<file path="config.mk">
export PLATFORM = sky130hd
export DESIGN_NAME = pulse_train_gen
export DESIGN_NICKNAME = d
export VERILOG_FILES = /design/src/rtl/pulse_gen_pkg.sv /design/src/rtl/pulse_train_gen_phase_timer.sv /design/src/rtl/pulse_train_gen.sv
export SDC_FILE = /design/constraint.sdc
export NUM_CORES = 1
export LEC_CHECK = 0
export CAP_MARGIN = 20
export CORE_AREA = 10 10 97 185
export DETAILED_ROUTE_END_ITERATION = 6
export DIE_AREA = 0 0 107 195
export GPL_TIMING_DRIVEN = 0
export PLACE_DENSITY_LB_ADDON = 0.2
export SLEW_MARGIN = 10
export SYNTH_ARGS = -nofsm -noshare
export SYNTH_HDL_FRONTEND = slang
export SYNTH_HIERARCHICAL = 1
export SYNTH_SLANG_ARGS = --single-unit
</file>
<file path="constraint.sdc">
create_clock -name clk -period 3.3 [get_ports clk]
set_input_delay 0.66 -clock clk [delete_from_list [all_inputs] [get_ports clk]]
set_output_delay 0.66 -clock clk [all_outputs]
set_load 0.02 [all_outputs]
</file>
<file path="src/rtl/pulse_gen_pkg.sv">
// Shared types and default widths for the pulse train generator.
// Latency: n/a (declarations only).
// Backpressure: n/a.
package pulse_gen_pkg;

    localparam int PG_WIDTH_DEF    = 32;
    localparam int PG_PW_WIDTH_DEF = 16;

    typedef enum logic [1:0] {
        IDLE = 2'd0,
        HIGH = 2'd1,
        LOW  = 2'd2
    } pg_state_t;

endpackage

</file>
<file path="src/rtl/pulse_train_gen_phase_timer.sv">
// Loadable down-counter timing one high or low phase of the pulse train.
// Latency: expire asserts in the load_val-th cycle after the load edge (load_val >= 1).
// Backpressure: none; load always wins over counting.
// Ports: clk, reset (async active-low), load/load_val (start a phase), expire (last cycle of phase).
module phase_timer #(
    parameter int PW_WIDTH = 16
) (
    input  logic                clk,
    input  logic                reset,
    input  logic                load,
    input  logic [PW_WIDTH-1:0] load_val,
    output logic                expire
);

    localparam logic [PW_WIDTH-1:0] ONE = {{(PW_WIDTH-1){1'b0}}, 1'b1};

    logic [PW_WIDTH-1:0] cnt_d;
    logic [PW_WIDTH-1:0] cnt_q;

    always_comb begin
        cnt_d = cnt_q;
        if (load) begin
            cnt_d = load_val;
        end else if (cnt_q != '0) begin
            cnt_d = cnt_q - ONE;
        end
    end

    always_ff @(posedge clk or negedge reset) begin
        if (!reset) begin
            cnt_q <= '0;
        end else begin
            cnt_q <= cnt_d;
        end
    end

    // A phase loaded with V occupies V cycles; the last one sees cnt_q == 1.
    assign expire = (cnt_q == ONE);

endmodule

</file>
<file path="src/rtl/pulse_train_gen.sv">
// Emits N pulses of H' high / L' low cycles on a flopped output, reporting completion with done.
// Latency: signal rises on the accept edge; train ends N*(H'+L') edges later, done in the following cycle.
// Backpressure: cmd_ready high only in IDLE; abort ends an active train, done strobes next cycle.
// Ports: cmd_valid/cmd_ready + cmd_count/cmd_high/cmd_low, abort, signal, busy, done, pulses_sent.
module pulse_train_gen
    import pulse_gen_pkg::*;
#(
    parameter int WIDTH    = PG_WIDTH_DEF,
    parameter int PW_WIDTH = PG_PW_WIDTH_DEF
) (
    input  logic                clk,
    input  logic                reset,
    input  logic                cmd_valid,
    output logic                cmd_ready,
    input  logic [WIDTH-1:0]    cmd_count,
    input  logic [PW_WIDTH-1:0] cmd_high,
    input  logic [PW_WIDTH-1:0] cmd_low,
    input  logic                abort,
    output logic                signal,
    output logic                busy,
    output logic                done,
    output logic [WIDTH-1:0]    pulses_sent
);

    localparam logic [PW_WIDTH-1:0] PW_ONE = {{(PW_WIDTH-1){1'b0}}, 1'b1};
    localparam logic [WIDTH-1:0]    N_ONE  = {{(WIDTH-1){1'b0}}, 1'b1};

    pg_state_t           state_d,  state_q;
    logic                signal_d, signal_q;
    logic                done_d,   done_q;
    logic [WIDTH-1:0]    pulses_d, pulses_q;
    logic [WIDTH-1:0]    count_d,  count_q;
    logic [PW_WIDTH-1:0] high_d,   high_q;
    logic [PW_WIDTH-1:0] low_d,    low_q;

    logic                tmr_load;
    logic [PW_WIDTH-1:0] tmr_val;
    logic                tmr_expire;
    logic [PW_WIDTH-1:0] cmd_high_eff;
    logic [PW_WIDTH-1:0] cmd_low_eff;

    // Zero-length phases would never expire; run them as one cycle.
    assign cmd_high_eff = (cmd_high == '0) ? PW_ONE : cmd_high;
    assign cmd_low_eff  = (cmd_low  == '0) ? PW_ONE : cmd_low;

    phase_timer #(
        .PW_WIDTH (PW_WIDTH)
    ) u_phase_timer (
        .clk      (clk),
        .reset    (reset),
        .load     (tmr_load),
        .load_val (tmr_val),
        .expire   (tmr_expire)
    );

    always_comb begin
        state_d  = state_q;
        signal_d = signal_q;
        done_d   = 1'b0;
        pulses_d = pulses_q;
        count_d  = count_q;
        high_d   = high_q;
        low_d    = low_q;
        tmr_load = 1'b0;
        tmr_val  = high_q;

        case (state_q)
            IDLE: begin
                // abort is irrelevant here; a presented command is always taken.
                if (cmd_valid) begin
                    count_d = cmd_count;
                    high_d  = cmd_high_eff;
                    low_d   = cmd_low_eff;
                    if (cmd_count == '0) begin
                        done_d   = 1'b1;
                        pulses_d = '0;
                    end else begin
                        state_d  = HIGH;
                        signal_d = 1'b1;
                        pulses_d = N_ONE;
                        tmr_load = 1'b1;
                        tmr_val  = cmd_high_eff;
                    end
                end
            end
            HIGH: begin
                if (abort) begin
                    state_d  = IDLE;
                    signal_d = 1'b0;
                    done_d   = 1'b1;
                end else if (tmr_expire) begin
                    state_d  = LOW;
                    signal_d = 1'b0;
                    tmr_load = 1'b1;
                    tmr_val  = low_q;
                end
            end
            LOW: begin
                if (abort) begin
                    state_d  = IDLE;
                    signal_d = 1'b0;
                    done_d   = 1'b1;
                end else if (tmr_expire) begin
                    if (pulses_q < count_q) begin
                        state_d  = HIGH;
                        signal_d = 1'b1;
                        pulses_d = pulses_q + N_ONE;
                        tmr_load = 1'b1;
                        tmr_val  = high_q;
                    end else begin
                        state_d = IDLE;
                        done_d  = 1'b1;
                    end
                end
            end
            default: begin
                state_d  = IDLE;
                signal_d = 1'b0;
            end
        endcase
    end

    always_ff @(posedge clk or negedge reset) begin
        if (!reset) begin
            state_q  <= IDLE;
            signal_q <= 1'b0;
            done_q   <= 1'b0;
            pulses_q <= '0;
            count_q  <= '0;
            high_q   <= PW_ONE;
            low_q    <= PW_ONE;
        end else begin
            state_q  <= state_d;
            signal_q <= signal_d;
            done_q   <= done_d;
            pulses_q <= pulses_d;
            count_q  <= count_d;
            high_q   <= high_d;
            low_q    <= low_d;
        end
    end

    assign cmd_ready   = (state_q == IDLE);
    assign busy        = !cmd_ready;
    assign signal      = signal_q;
    assign done        = done_q;
    assign pulses_sent = pulses_q;

endmodule

</file>
==> impl_metrics.ini <==
[status]
outcome = finished clean

[detailed_routing]
antenna_left = 0
first_iter_violations = 461
drc_errors = 0
detail_route.first_pass.iterations = 5
num_vias = 6552
drt_wl_total_mm = 20.14
routed_via_density = 5.668
wire_per_inst_um = 17.42

[synth]
avgSynthCellArea_sq_um = 8.499
synth.largest_area_cell = dfrtp_1
synth_cell_types = 65
synth_edf_count = 0
synth_cells = 815
netlist_top_cells_count = nand2_1, dfrtp_1, o21ai_0
syn-num-nets = 917
synth-seq-cells = 116
yosysSeqAreaShare_pct = 41.94
ys.warnings.count = 6
synth_area_sq_um = 6927
synthFlopType = dfrtp_1
synth_area_leaders = dfrtp_1, nand2_1, ha_1
synth_top_area_share_pct = 41.18
async_flop_share_pct = 100.0
synth_most_common_cell = nand2_1

[floorplan]
fp-row-count = 64
boundaryPins = 104
core_area_sq_um = 15050
fp.dieArea_sq_um = 20870
start_util_pct = 46.01
die_h_um = 195
die_w_um = 107

[critical_path]
crit_chain = ha_1 -> a211oi_1 -> o21ai_1 -> a41oi_1 -> o41ai_2 -> a21oi_2 -> nand2_2 -> nand2_1 -> buf_2 -> clkinvlp_4 -> buf_12 -> mux2_2
end_kind = register
cp_max_fo = 9
r2r_cells = 12
crit_path_start_kind = register
rrSetupSlack_ns = 0.22
cp.arrival_ns = 3.38
required_ns = 3.60
r2r_start = pulses_sent[2]
critPathMaxStageDelay_ns = 0.49
worst-setup-path-type = reg2reg
cpLargestDelayFamily = compound AO/OA/AOI/OAI gates
crit_slowest_cell = dfrtp_1
critPathBufInv = 3
r2r-end = u_phase_timer/cnt_q[1]

[clocking]
cts.sinks = 116
cts_tree = yes
clk_pin_slew_ns = 0.06
clk_latency_ns = 0.42
postCtsHoldBufs = 0
clockRootBuffer = clkbuf_16
ctsLongestPathBuffers = 2
numCtsBuffers = 17
htree_levels = 4

[timing]
fmax_mhz = 324.5
worstMarginPinSlew_ns = 0.5908
fin_setup_tns_ns = 0
setup_viol = 0
finalCriticalPeriod_ns = 3.081
period_share_pct = 93.37
finalHoldViolCount = 0
finClkSkew_ns = 0.01219
slew_headroom_pct = 60.61
drv_slew = 0

[global_route]
grt_max_degree = 82
grt.overflow.total = 0
grt_pass1_vias = 6753
antenna_found_initial = 0
grt_use_total_pct = 19.40
grt_pass1_wl_mm = 33.28

[min_path]
min_path_type = in2async

[placed_design]
place.detailed.hpwl_mm = 14.81
place.gp.congestion = 0.9581
port_buffers = 103
place_area_sq_um = 8234

[cells_and_area]
diodes = 0
final_area_sq_um = 8937
area_delta_synth_final_pct = 29.03
nets = 1047
fill_cells = 1388
final_util_pct = 59.37
drive_gt1_share_pct = 9.395

[power]
ir_drop_uv = 367.3
p_leak_uw = 0.003868
power_density_nw_per_um2 = 616.4

[flow_run]
max_cap_viol_count = 0
[worst max path at each step]
stage	start	endpoint	slack, ns	cells after the start
2_1_floorplan	pulses_sent[18]	u_phase_timer/cnt_q[13]	0.46	12
3_3_place_gp	reset	low_q[8]	-3.11	1
3_5_place_dp	cmd_count[16]	u_phase_timer/cnt_q[9]	-0.46	13
4_1_cts	u_phase_timer/cnt_q[14]	u_phase_timer/cnt_q[13]	0.01	13
5_1_grt	cmd_count[5]	u_phase_timer/cnt_q[1]	-0.002	12
6_report	pulses_sent[2]	u_phase_timer/cnt_q[1]	0.22	12
[registers in the layout, indices dropped and copies added (netlist names)]
register,cells
low_q,16
u_phase_timer/cnt_q,16
count_q,32
high_q,16
signal,1
state_q,2
pulses_sent,32
done,1
[final cells by class]
| class | count | area, sq um | area share [%] |
|---|---|---|---|
| clock buffer | 17 | 425.4 | 4.760 |
| buffer | 40 | 191.4 | 2.142 |
| tap | 198 | 247.7 | 2.772 |
| clock inverter | 15 | 195.2 | 2.184 |
| timing repair buffer | 111 | 1125 | 12.59 |
| multi-input combinational | 615 | 3679 | 41.16 |
| inverter | 44 | 168.9 | 1.890 |
| sequential | 116 | 2905 | 32.51 |
[metrics by stage]
| step | cells | total power [uW] | hold WS, ns | setup slack [ns] |
|---|---|---|---|---|
| after floorplan | 815 | 3023 | 0.3644 | 0.4602 |
| after CTS | 1152 | 5496 | 0.1487 | 0.009618 |
| final | 1156 | 5509 | 0.1435 | 0.2187 |
| after global routing | 1156 | 5830 | 0.1609 | -0.002478 |
| after global placement | 1116 | 3450 | 0.4566 | -3.106 |
| after detailed placement | 1117 | 3514 | 0.4619 | -0.4638 |
[what timing repair did]
item                                    CTS  global route
endpoints found under the setup margin   16            16
resized for setup                         3             4
pin swaps                                 3             2
cloned                                    0             0
setup buffers                             3             4
[cells in the final DEF, fill, tap and decap left out, drive strengths merged, types with 19 or more instances in the layout]
cell type      synthesis  layout
a21oi                 19      19
a32oi                 21      21
buf                   11      20
clkbuf                29      46
clkdlybuf4s50          0     102
dfrtp                114     114
ha                    34      34
inv                   43      50
nand2                233     233
nand3                 26      26
nor2                  30      30
nor4                  42      42
o21ai                 75      75
[worst reg2reg max path, delay by kind of cell (launching register included)]
| family | cells | cell delay (ns) |
|---|---|---|
| AOI/OAI and AO/OA | 5 | 1.05 |
| adders and majority gates | 1 | 0.36 |
| buffers and inverters | 3 | 0.56 |
| DFF | 1 | 0.49 |
| muxes | 1 | 0.26 |
| and+or+nand+nor | 2 | 0.25 |
[kinds of logic (layout without fill, tap and decap cells)]
logic type	after synthesis	in the layout	synth area share (%)
muxes	14	14	2.095
AOI/OAI and AO/OA	168	168	16.58
xor gates and xnor gates	4	4	0.5059
and+or+nand+nor	395	395	27.60
adders and majority gates	34	34	6.142
buffers and inverters	84	227	5.130
DFF	116	116	41.94
[metal layers]
layer / global-route usage [%] / wire length, um
met3: 4.881 / 1322
met1: 23.76 / 8645
met5: 0 / 0
met4: 7.312 / 364
met2: 31.82 / 9806
[report_power, final]
group	switching [uW]	internal (uW)
clock	739	1210
combinational	846	622
sequential	297	1790
(Power assumes the default switching activity.)
